===== src/rtl/icache_refill_unit.sv =====
`default_nettype none
// ============================================================================
// Module   : icache_refill_unit
// Summary  : Instruction-cache line refill engine. Accepts one miss, issues a
//            line-aligned memory read, assembles the returned beats into a
//            line buffer and then pulses the data-array refill write port
//            for one cycle. Optional macro ICACHE_REFILL_ERR_EN adds
//            mem_resp_err_i / refill_err_o, which suppress the write when
//            any beat of the line reported an error.
// Revision : 1.0 - initial release
// ============================================================================
module icache_refill_unit #(
    parameter int NUM_WAYS            = 4,
    parameter int NUM_BANKS           = 4,
    parameter int SETS_PER_BANK_WIDTH = 8,
    parameter int BLOCK_WIDTH         = 512,
    parameter int MEM_DATA_WIDTH      = 64,
    parameter int ADDR_WIDTH          = 32
) (
    input  logic                           clk_i,
    input  logic                           rst_i,
    // miss request from the I-cache miss handler
    input  logic                           miss_valid_i,
    output logic                           miss_ready_o,
    input  logic [ADDR_WIDTH-1:0]          miss_addr_i,
    input  logic [$clog2(NUM_WAYS)-1:0]    miss_way_i,
    // memory request channel
    output logic                           mem_req_valid_o,
    input  logic                           mem_req_ready_i,
    output logic [ADDR_WIDTH-1:0]          mem_req_addr_o,
    // memory response channel
    input  logic                           mem_resp_valid_i,
    output logic                           mem_resp_ready_o,
    input  logic [MEM_DATA_WIDTH-1:0]      mem_resp_data_i,
`ifdef ICACHE_REFILL_ERR_EN
    input  logic                           mem_resp_err_i,
    output logic                           refill_err_o,
`endif
    // data array refill write port
    output logic [SETS_PER_BANK_WIDTH-1:0] w_bank_addr_o,
    output logic [$clog2(NUM_BANKS)-1:0]   w_bank_sel_o,
    output logic [NUM_WAYS-1:0]            we_way_mask_o,
    output logic [BLOCK_WIDTH-1:0]         wdata_o,
    output logic                           refill_done_o,
    output logic                           busy_o
);

    localparam int c_OFF    = $clog2(BLOCK_WIDTH / 8);
    localparam int c_BANK_W = $clog2(NUM_BANKS);
    localparam int c_WAY_W  = $clog2(NUM_WAYS);
    localparam int c_BEATS  = BLOCK_WIDTH / MEM_DATA_WIDTH;
    localparam int c_CNT_W  = (c_BEATS > 1) ? $clog2(c_BEATS) : 1;

    localparam logic [ADDR_WIDTH-1:0] c_OFF_MASK  = ADDR_WIDTH'((64'd1 << c_OFF) - 64'd1);
    localparam logic [c_CNT_W-1:0]    c_LAST_BEAT = c_CNT_W'(c_BEATS - 1);

    typedef enum logic [1:0] {
        S_IDLE  = 2'd0,
        S_REQ   = 2'd1,
        S_FILL  = 2'd2,
        S_WRITE = 2'd3
    } state_t;

    state_t                         r_state;
    logic [c_CNT_W-1:0]             r_cnt;
    logic [BLOCK_WIDTH-1:0]         r_line;
    logic [ADDR_WIDTH-1:0]          r_addr;
    logic [c_BANK_W-1:0]            r_bank;
    logic [SETS_PER_BANK_WIDTH-1:0] r_set;
    logic [c_WAY_W-1:0]             r_way;
    logic                           r_err;
    logic                           r_miss_ready;
    logic                           r_req_valid;
    logic                           r_resp_ready;
    logic [NUM_WAYS-1:0]            r_we_mask;
    logic                           r_done;
    logic                           r_busy;
`ifdef ICACHE_REFILL_ERR_EN
    logic                           r_err_out;
`endif

    logic w_beat_err;
    logic w_beat_acc;
    logic w_line_err;

`ifdef ICACHE_REFILL_ERR_EN
    assign w_beat_err = mem_resp_err_i;
`else
    assign w_beat_err = 1'b0;
`endif

    assign w_beat_acc = (r_state == S_FILL) && mem_resp_valid_i;
    // Error status of the whole line including the beat accepted this cycle
    assign w_line_err = r_err | w_beat_err;

    // Refill sequencer: all handshake and write-port outputs are registered
    always_ff @(posedge clk_i) begin
        if (rst_i) begin
            r_state      <= S_IDLE;
            r_cnt        <= '0;
            r_line       <= '0;
            r_addr       <= '0;
            r_bank       <= '0;
            r_set        <= '0;
            r_way        <= '0;
            r_err        <= 1'b0;
            r_miss_ready <= 1'b1;
            r_req_valid  <= 1'b0;
            r_resp_ready <= 1'b0;
            r_we_mask    <= '0;
            r_done       <= 1'b0;
            r_busy       <= 1'b0;
`ifdef ICACHE_REFILL_ERR_EN
            r_err_out    <= 1'b0;
`endif
        end else begin
            // write strobes are single-cycle pulses
            r_we_mask <= '0;
            r_done    <= 1'b0;
`ifdef ICACHE_REFILL_ERR_EN
            r_err_out <= 1'b0;
`endif
            case (r_state)
                S_IDLE: begin
                    if (miss_valid_i) begin
                        r_addr       <= miss_addr_i & ~c_OFF_MASK;
                        r_bank       <= miss_addr_i[c_OFF +: c_BANK_W];
                        r_set        <= miss_addr_i[c_OFF + c_BANK_W +: SETS_PER_BANK_WIDTH];
                        r_way        <= miss_way_i;
                        r_miss_ready <= 1'b0;
                        r_req_valid  <= 1'b1;
                        r_busy       <= 1'b1;
                        r_state      <= S_REQ;
                    end
                end
                S_REQ: begin
                    if (mem_req_ready_i) begin
                        r_req_valid  <= 1'b0;
                        r_resp_ready <= 1'b1;
                        r_state      <= S_FILL;
                    end
                end
                S_FILL: begin
                    if (w_beat_acc) begin
                        r_line[r_cnt * MEM_DATA_WIDTH +: MEM_DATA_WIDTH] <= mem_resp_data_i;
                        r_err <= w_line_err;
                        if (r_cnt == c_LAST_BEAT) begin
                            r_cnt        <= '0;
                            r_resp_ready <= 1'b0;
                            r_done       <= 1'b1;
                            // an errored line is consumed but never written
                            r_we_mask    <= w_line_err ? '0 : (NUM_WAYS'(1) << r_way);
`ifdef ICACHE_REFILL_ERR_EN
                            r_err_out    <= w_line_err;
`endif
                            r_state      <= S_WRITE;
                        end else begin
                            r_cnt <= r_cnt + c_CNT_W'(1);
                        end
                    end
                end
                S_WRITE: begin
                    r_err        <= 1'b0;
                    r_busy       <= 1'b0;
                    r_miss_ready <= 1'b1;
                    r_state      <= S_IDLE;
                end
                default: begin
                    r_state      <= S_IDLE;
                    r_miss_ready <= 1'b1;
                    r_req_valid  <= 1'b0;
                    r_resp_ready <= 1'b0;
                    r_busy       <= 1'b0;
                end
            endcase
        end
    end

    assign miss_ready_o     = r_miss_ready;
    assign mem_req_valid_o  = r_req_valid;
    assign mem_req_addr_o   = r_addr;
    assign mem_resp_ready_o = r_resp_ready;
    assign w_bank_addr_o    = r_set;
    assign w_bank_sel_o     = r_bank;
    assign we_way_mask_o    = r_we_mask;
    assign wdata_o          = r_line;
    assign refill_done_o    = r_done;
    assign busy_o           = r_busy;
`ifdef ICACHE_REFILL_ERR_EN
    assign refill_err_o     = r_err_out;
`endif

endmodule
`default_nettype wire


===== config.mk =====
export PLATFORM = sky130hd
export DESIGN_NAME = icache_refill_unit
export DESIGN_NICKNAME = d
export VERILOG_FILES = /design/src/rtl/icache_refill_unit.sv
export SDC_FILE = /design/constraint.sdc
export NUM_CORES = 1
export LEC_CHECK = 0
export CAP_MARGIN = 40
export CORE_UTILIZATION = 32
export DETAILED_ROUTE_END_ITERATION = 12
export PLACE_DENSITY = 0.69
export SYNTH_ARGS = -nofsm -noshare
export SYNTH_HDL_FRONTEND = slang
export SYNTH_SLANG_ARGS = --single-unit

===== constraint.sdc =====
create_clock -name clk_i -period 8.2 [get_ports clk_i]
set_input_delay 1.64 -clock clk_i [delete_from_list [all_inputs] [get_ports clk_i]]
set_output_delay 1.64 -clock clk_i [all_outputs]
set_load 0.02 [all_outputs]

==> impl_summary.md, run 1 <==
Setup path
STA classifies the critical path endpoint as a flip-flop. STA classifies the critical path startpoint as an input port. The startpoint-to-endpoint class of the critical path is in -> reg.

Counting stages on the worst path, the most repeated cell is sky130_fd_sc_hd__buf_4. The slowest stage of the critical path belongs to the cell sky130_fd_sc_hd__clkdlybuf4s50_1. Broken down by cell family, the worst path's largest delay share belongs to buffers and inverters. Along the worst path, the maximum fanout reaches 46. The required time of the critical path is 8.76 ns. The largest stage delay on the critical path is 0.75 ns.

STA puts the critical path data arrival time at 5.31 ns. Together, buffers and inverters on the worst path number 3. Traced cell by cell, the critical path runs through clkdlybuf4s50_1 -> nand4bb_4 -> buf_4 -> nor2_4 -> buf_4 -> mux2i_1.

Timing
Setup repair after global routing left no endpoint under its margin. The max-slew violation count is 0. The clock period minus final worst setup slack is 4.76 ns. For the pin with the worst max-slew slack, the measured transition is roughly 1.1 ns. The worst setup margin is approximately 3.4 ns. The total negative setup slack is 0 ns. The share of the clock period used by the worst path after layout is 58.0%. The number of endpoints with negative hold slack in the final report is 0. The highest achievable clock rate is 0.210 GHz. The worst slew margin relative to its limit is 27.7%. The count of endpoints failing setup in the final report is 0. Clock skew on the completed layout was measured at 0.0228 ns.

Yosys
After synthesis the netlist holds a flip-flop and latch count of 554. Of the total synthesized cell area, the portion taken by full adders, half adders and majority gates is 0.495%. The synthesized netlist devotes 15.1% of its cell area to compound gates. Sorting the synthesized cells by area gives the leading types as sky130_fd_sc_hd__dfxtp_1, sky130_fd_sc_hd__mux2i_1, sky130_fd_sc_hd__nand2_1. The sequential-to-total area share from yosys stat is 48.8%. The cell area after synthesis is 22700 um^2. During synthesis, Yosys emitted a total of 0 warnings. Measured against the total synthesized area, the mux share comes to 11.6%. After synthesis, the mean cell area works out to 9.20 um^2. The synthesized design contains 0 enable-type register cells. The primary flip-flop cell chosen by synthesis mapping is sky130_fd_sc_hd__dfxtp_1. The main combinational cell family by area after synthesis is simple AND/OR/NAND/NOR gates. Synthesis handed over a netlist of between 2000 and 2500 instances. The post-synthesis xor/xnor area fraction is 0%.

The area share of the largest cell type after synthesis is 48.8%. After Yosys synthesis, and, or, nand and nor cells account for 18.0% of the synthesized area. For this run, asynchronously set or reset flops after synthesis account for 0%.

The number of different library cells in the post-synthesis netlist is 50. The cell type with the highest aggregate area in the netlist is sky130_fd_sc_hd__dfxtp_1.

Finish
Cells with a size suffix above 1 make up 9.43% of the layout. The final standard cell count with taps included and fillers excluded is 3945. The count of nets after finishing is 3070.

The area growth from synthesis to layout is 40.1%. The post-route cell area is 31900 um^2.

Floorplanning
The die span in y is 269 um. The starting density of the core is 32.4%. After floorplanning, the core was divided into 97 placement rows. The die is 269 um wide. The number of I/O pins is 666. The standard cell core area is 70100 um^2. The floorplan die area is 72100 um^2.

Outcome
The run finished with clean final reports.

Global routing
The number of antenna violations at the first check in global routing is 7. The global-route usage over all layers is around a quarter. After global routing the overflow that remains totals 0. Entering global routing, the biggest net connects between 150 and 200 pins. The global-route wire length before repair is between 100000 and 150000 um.

The number of global-route vias before repair came to 19400.

Pwr
The leakage power is 10.6 nW. IR analysis of the VDD net gives a maximum drop of 0.161 mV. The power density normalized to cell area is 209 nW/um^2.

Clocking
Clock-pin slew was measured on the worst setup and hold paths at 0.06 ns. The clock sink total is 554. The number of hold buffers added after cts is 0.

In this run the post-CTS setup repair buffer count came out at 0. The CTS tree is built. The number of buffers added by the clock tree synthesis step is 60. The number of buffers between clock root and the deepest sink is 3. The buffer cell driving the clock tree root is sky130_fd_sc_hd__clkbuf_16.

The later-pin clock latency in the skew report is between 0.6 and 0.7 ns. The depth of the CTS H-tree is 2. The number of gates resized after CTS is 0.

Route
The DRC violations left is 0. For this block, the routed nets add up to 94200 um of wire. In this run the remaining antenna-violating nets after routing total 0. Before antenna repair, the detailed router went through 5 iterations.

For this block, the via count after detailed routing is 21200. In the routed layout, each cell is associated on average with a via count of about 5.4. The detailed router finished its first iteration with 1622 violations. The routed wirelength normalized by instance count is 23.9 um.

Placed design
Detailed placement finished with a half-perimeter wire length of 62300 um. Before CTS, the worst setup slack after placement is between 2 and 3 ns. The number of I/O port buffers is roughly 650. The placed standard-cell area is 29800 um^2. The number of cells after detailed placement is 3836. The global placement routability congestion is 0.845.

Hold path
The path type of the worst min-delay path is reg -> reg.

Flow run
The tool flagged a number of max-cap violations equal to 0.
## cells in the mapped netlist (2+ instances only)
master and n:
sky130_fd_sc_hd__a21oi_1 134, sky130_fd_sc_hd__a31o_1 4, sky130_fd_sc_hd__a31o_2 89, sky130_fd_sc_hd__and2_1 2, sky130_fd_sc_hd__and4b_1 2, sky130_fd_sc_hd__buf_1 16, sky130_fd_sc_hd__buf_2 65, sky130_fd_sc_hd__buf_4 30
sky130_fd_sc_hd__buf_6 14, sky130_fd_sc_hd__clkbuf_1 152, sky130_fd_sc_hd__dfxtp_1 554, sky130_fd_sc_hd__ha_1 9, sky130_fd_sc_hd__inv_1 6, sky130_fd_sc_hd__mux2_2 30, sky130_fd_sc_hd__mux2i_1 229, sky130_fd_sc_hd__nand2_1 433
sky130_fd_sc_hd__nand2b_1 35, sky130_fd_sc_hd__nand3_1 113, sky130_fd_sc_hd__nand4_1 100, sky130_fd_sc_hd__nand4bb_1 2, sky130_fd_sc_hd__nor2_1 6, sky130_fd_sc_hd__nor2_4 2, sky130_fd_sc_hd__nor2b_1 97, sky130_fd_sc_hd__nor3_1 33
sky130_fd_sc_hd__nor3b_1 2, sky130_fd_sc_hd__nor4_1 2, sky130_fd_sc_hd__o211ai_1 63, sky130_fd_sc_hd__o21ai_0 164, sky130_fd_sc_hd__o311a_1 61
## layout by cell type (no fill, tap or decap), types with 3 or more instances in the layout
cell type,n
sky130_fd_sc_hd__a21oi_1,134
sky130_fd_sc_hd__ha_1,8
sky130_fd_sc_hd__conb_1,6
sky130_fd_sc_hd__nand2_1,430
sky130_fd_sc_hd__clkbuf_1,16
sky130_fd_sc_hd__nand3_1,113
sky130_fd_sc_hd__nor2b_1,96
sky130_fd_sc_hd__a31o_1,4
sky130_fd_sc_hd__dfxtp_1,553
sky130_fd_sc_hd__nor2_4,4
sky130_fd_sc_hd__clkdlybuf4s50_1,652
sky130_fd_sc_hd__nor2_1,5
sky130_fd_sc_hd__buf_4,29
sky130_fd_sc_hd__o311a_1,61
sky130_fd_sc_hd__clkinv_2,4
sky130_fd_sc_hd__clkbuf_16,61
sky130_fd_sc_hd__diode_2,4
sky130_fd_sc_hd__nand4_1,100
sky130_fd_sc_hd__mux2i_1,229
sky130_fd_sc_hd__buf_12,7
sky130_fd_sc_hd__o21ai_0,164
sky130_fd_sc_hd__buf_8,4
sky130_fd_sc_hd__mux2_2,30
sky130_fd_sc_hd__inv_1,6
sky130_fd_sc_hd__a31o_2,89
sky130_fd_sc_hd__bufinv_16,4
sky130_fd_sc_hd__o211ai_1,63
sky130_fd_sc_hd__clkbuf_8,15
sky130_fd_sc_hd__nand2_2,3
sky130_fd_sc_hd__nor3_1,32
sky130_fd_sc_hd__nand2b_1,33
sky130_fd_sc_hd__buf_16,6
## registers in the layout, indices dropped and copies added (netlist names)
register,cells
busy_o,1
mem_req_addr_o,18
r_cnt,3
w_bank_sel_o,1
w_bank_addr_o,7
r_state,2
r_way,2
wdata_o,512
mem_req_valid_o,1
refill_done_o,1
we_way_mask_o,4
mem_resp_ready_o,1
miss_ready_o,1
## layer usage
metal	vias to the layer above	wire length, um	global-route usage (%)
li1	9679	-	-
met1	10400	39800	32.9
met2	904	42500	38.0
met3	177	8330	5.75
met4	4	3520	9.37
met5	-	31	0
## final cells by class
cell class | count | area (um^2)
diodes | 4 | 10.0
clock buffers | 92 | 1790
clock inverters | 13 | 208
fillers | 6775 | 38300
inverters | 7 | 33.8
multi-input cells | 1636 | 10400
flip-flops and latches | 554 | 11100
well taps | 940 | 1180
repair buffers | 699 | 7120
## metrics by stage
stage	hold slack, ns	total power, W	util, %
5_1_grt	0.468	0.00685	45.4
3_3_place_gp	0.441	0.00386	42.1
6_report	0.456	0.00664	45.4
4_1_cts	0.456	0.00670	45.4
2_1_floorplan	0.434	0.00343	-
3_5_place_dp	0.447	0.00391	42.5
## worst paths after layout
path	from	end	slack, ns	cells past startpoint
worst max-delay path	mem_resp_valid_i	wdata_o[356]	3.44	6
worst min-delay path	wdata_o[441]	wdata_o[441]	0.46	2
worst max register to register	r_cnt[0]	wdata_o[356]	3.82	9
worst min register to register	wdata_o[441]	wdata_o[441]	0.46	2
## report_power, final
group          internal [W]  total, W  leakage (nW)  switching [W]
registers           0.00276   0.00281          4.47      0.0000502
clock network       0.00163   0.00279         0.981        0.00116
logic              0.000348   0.00104          5.11       0.000695
## kinds of logic (layout without fill, tap and decap cells)
logic type,Yosys count,after routing
buffers and inverters,285,811
muxes,259,259
other,1,10
adders and majority gates,9,9
and+or+nand+nor,843,843
DFF,554,554
AOI/OAI and AO/OA,519,519
## worst register-to-register path: cells and delay by family, from the launching register on
kind | cells | cell delay, ns
and+or+nand+nor | 2 | 1.43
buffers and inverters | 4 | 1.67
adders and majority gates | 2 | 0.43
DFF | 1 | 0.48
muxes | 1 | 0.30
No activity file was read; power rests on OpenSTA's default activity.
==> run 2, diff against run 1 <==
- clock period: 8.2 -> 4.87 ns (I/O delays scaled with it)
==> impl_summary.md, run 2 (synthesized netlist as in run 1, its figures left out) <==
Outcome
The flow ran to the end, and the final reports show no timing, DRC or antenna violations.

Timing
The count of endpoints failing setup in the final report was 0 (unchanged). The total negative setup slack is 0 ns (unchanged). The max-slew violation count is 0 (unchanged). After layout, the worst path uses 67.3% of the clock period.

Static timing analysis puts the maximum clock frequency at 0.305 GHz. The worst slew margin relative to its limit is 40.9% (+13 points). The clock period could shrink to 3.28 ns. The actual transition at the worst max-transition pin is 0.887 ns (-0.198 ns). The number of endpoints with negative hold slack in the final report is 0 (unchanged). Setup repair after global routing left no endpoint under its margin. The final hold slack is 0.453 ns (-0.00297 ns). The setup clock skew after layout is 0.0274 ns (+0.00463 ns).

Placed design
The placed wire-length estimate was 63100 um (+1.3%). The number of I/O port buffers is 653 (unchanged). The placed standard-cell area is 29900 um^2 (+0.24%). The global placement routability congestion is 0.844 (about the same).

Setup path
STA classifies the critical path endpoint as a flip-flop. The required time of the critical path was 5.38 ns (-3.38 ns). The maximum fanout along the worst path is 50 (+8.7%). The worst setup path is launched from a flip-flop.

The arrival time of the worst setup path was 3.78 ns (-1.53 ns). The reg-to-reg setup timing slack came to 1.59 ns (-2.23 ns). The number of cell instances on the worst register-to-register path is 6 (-3).

The worst register-to-register path ends at wdata_o[176]. The setup path with the least slack is of type reg -> reg. The startpoint identified for the worst register-to-register timing path is r_cnt[0].

Floorplanning
The horizontal die dimension was 269 um (unchanged). The row count is 97 (unchanged). The starting density of the core is 32.4% (unchanged). The die span in y is 269 um (unchanged).

The standard cell core area is 70100 um^2 (unchanged). The floorplan die area is 72100 um^2 (unchanged). The number of I/O pins is 666 (unchanged).

Clocking
The number of buffers added by the clock tree synthesis step is 60 (unchanged). The number of gates resized after CTS is 0 (unchanged). The depth of the CTS H-tree is 2 (unchanged). The post-CTS repair timing setup buffer count is 0 (unchanged). The number of buffers between clock root and the deepest sink came to 3 (unchanged). TritonCTS built the clock tree.

The buffer cell driving the clock tree root is sky130_fd_sc_hd__clkbuf_16. The number of hold buffers added after cts was 0 (unchanged). The clock sink total is 554 (unchanged). The later-pin clock latency in the skew report is 0.62 ns (-0.03 ns). The clock-pin slew on the worst setup and hold paths is 0.07 ns (about the same).

Global routing
The global-route usage over all layers is 24.7% (+0.16 points). The global-route wire length before repair is 133000 um (about the same). The met2 usage in global routing is 38.6% (+0.64 points). The maximum number of pins on one net before global-route repair is 128 (-32%). After global routing, the most crowded layer is met2. The global routing met1 resource utilization was 33.1% (+0.15 points). The total overflow reported by the global router is 0 (unchanged). The number of global-route vias before repair is 19500 (+0.051%).

The number of antenna violations at the first check in global routing is 11 (+4). The global-route met3 utilization is 6.23% (+0.47 points).

Pwr
The switching power of the nets was 0.00323 W (+69%). The fraction of power consumed by the clock network is 43.0% (+1.1 points). The fraction of power consumed by combinational cells is 15.2% (-0.5 points).

The leakage power came to 10.7 nW (+1.1%). The sequential share of power came to 41.8% (-0.6 points). The largest vdd supply drop was 0.280 mV (+74%).

The power density normalized to cell area is 355 nW/um^2 (+70%). The switching part of the total power is 28.4% (-0.26 points). The internal power contribution came to 0.00813 W (+72%). The total power draw is 0.0114 W (+71%).

Hold path
The sink of the worst hold path is mem_req_addr_o[17]. In this run the most critical hold path is launched from mem_req_addr_o[17]. In this run the worst hold path is classified as reg -> reg.

The number of stages on the worst hold path is 2 (unchanged).

Finish
The share of post-route cells with drive strength above 1 is 10.2% (+0.80 points). The total of fill cells in the finished design is 6690 (-1.3%). The footprint of the multi-input gates is 10400 um^2 (unchanged). From synthesis to final layout, the design area changed by 40.9%.

In the layout the commonest cells are sky130_fd_sc_hd__clkdlybuf4s50_1, sky130_fd_sc_hd__dfxtp_1, sky130_fd_sc_hd__nand2_1. The final core area utilization is 45.7% (+0.25 points). The count of nets after finishing is 3082 (+0.39%). The flip-flop count of the largest register after layout is 512 (unchanged). The post-route cell area was 32000 um^2 (+0.55%). The library cell used most frequently in the layout, excluding fill and tap cells, is sky130_fd_sc_hd__clkdlybuf4s50_1. The register cell area after layout is 11100 um^2 (unchanged).

Route
The per-cell via count in the routed design came to 5.31 (-1.2%). The initial detailed-routing violation count is 1600 (-1.4%). The total vias in the final route is 21000 (-0.75%).

The routed wirelength normalized by instance count is 23.7 um (-0.62%). The number of detailed-routing iterations run before antenna repair was 5 (unchanged). The antenna violation net count after detailed routing is 0 (unchanged). The aggregate routed wire length is 94000 um (-0.21%).

The DRC violations left came to 0 (unchanged).

Flow run
The total of max-cap violations is 0 (unchanged).
## run 2: changes by cell type in the layout (fill, tap and decap cells not counted), moves of 3 or more
| cell | before | now |
|---|---|---|
| sky130_fd_sc_hd__clkinv_2 | 4 | 11 |
| sky130_fd_sc_hd__clkinv_4 | 0 | 3 |
| sky130_fd_sc_hd__diode_2 | 4 | 1 |
| sky130_fd_sc_hd__clkbuf_1 | 16 | 9 |
| sky130_fd_sc_hd__buf_4 | 29 | 42 |
## run 2: through the flow
stage          instances  setup WS, ns
2_1_floorplan       2475          1.98
3_5_place_dp        3848          1.55
5_1_grt             3960          1.39
6_report            3961          1.59
4_1_cts             3960          1.59
3_3_place_gp        3838          1.05
## run 2: layer usage
layer	wire (um)	part of all wire, %
met5	25	0.027
met3	7790	8.3
met1	40400	43
met4	3010	3.2
met2	42700	45
## run 2: how the worst max path moves through the flow
stage / from / endpoint / cells past startpoint
final: r_cnt[0] / wdata_o[176] / 6
after detailed placement: mem_resp_valid_i / wdata_o[283] / 6
after global placement: mem_resp_valid_i / wdata_o[279] / 5
after global routing: r_cnt[0] / wdata_o[283] / 9
after floorplan: r_cnt[0] / wdata_o[190] / 13
after CTS: r_cnt[0] / wdata_o[318] / 9
## run 2: worst max-delay path, cell delays in order, from the launching register on
cell	delay (ns)
sky130_fd_sc_hd__dfxtp_4	0.73
sky130_fd_sc_hd__buf_4	0.64
sky130_fd_sc_hd__nand2b_4	0.53
sky130_fd_sc_hd__buf_4	0.49
sky130_fd_sc_hd__nor3_4	0.09
sky130_fd_sc_hd__buf_4	0.30
sky130_fd_sc_hd__a31o_2	0.30
## run 2: final cells by class
cell class,count,area share (%)
well taps,940,3.67
repair buffers,711,22.5
diodes,1,0.00781
clock inverters,24,0.918
multi-input cells,1636,32.5
clock buffers,88,5.68
inverters,7,0.105
flip-flops and latches,554,34.6
## run 2: power by group through the flow
stage / combinational [W] / clock, W / sequential, W
5_1_grt: 0.00182 / 0.00513 / 0.00477
4_1_cts: 0.00172 / 0.00496 / 0.00475
3_5_place_dp: 0.00172 / 0 / 0.00485
3_3_place_gp: 0.00166 / 0 / 0.00485
2_1_floorplan: 0.000825 / 0 / 0.00494
6_report: 0.00173 / 0.00488 / 0.00475
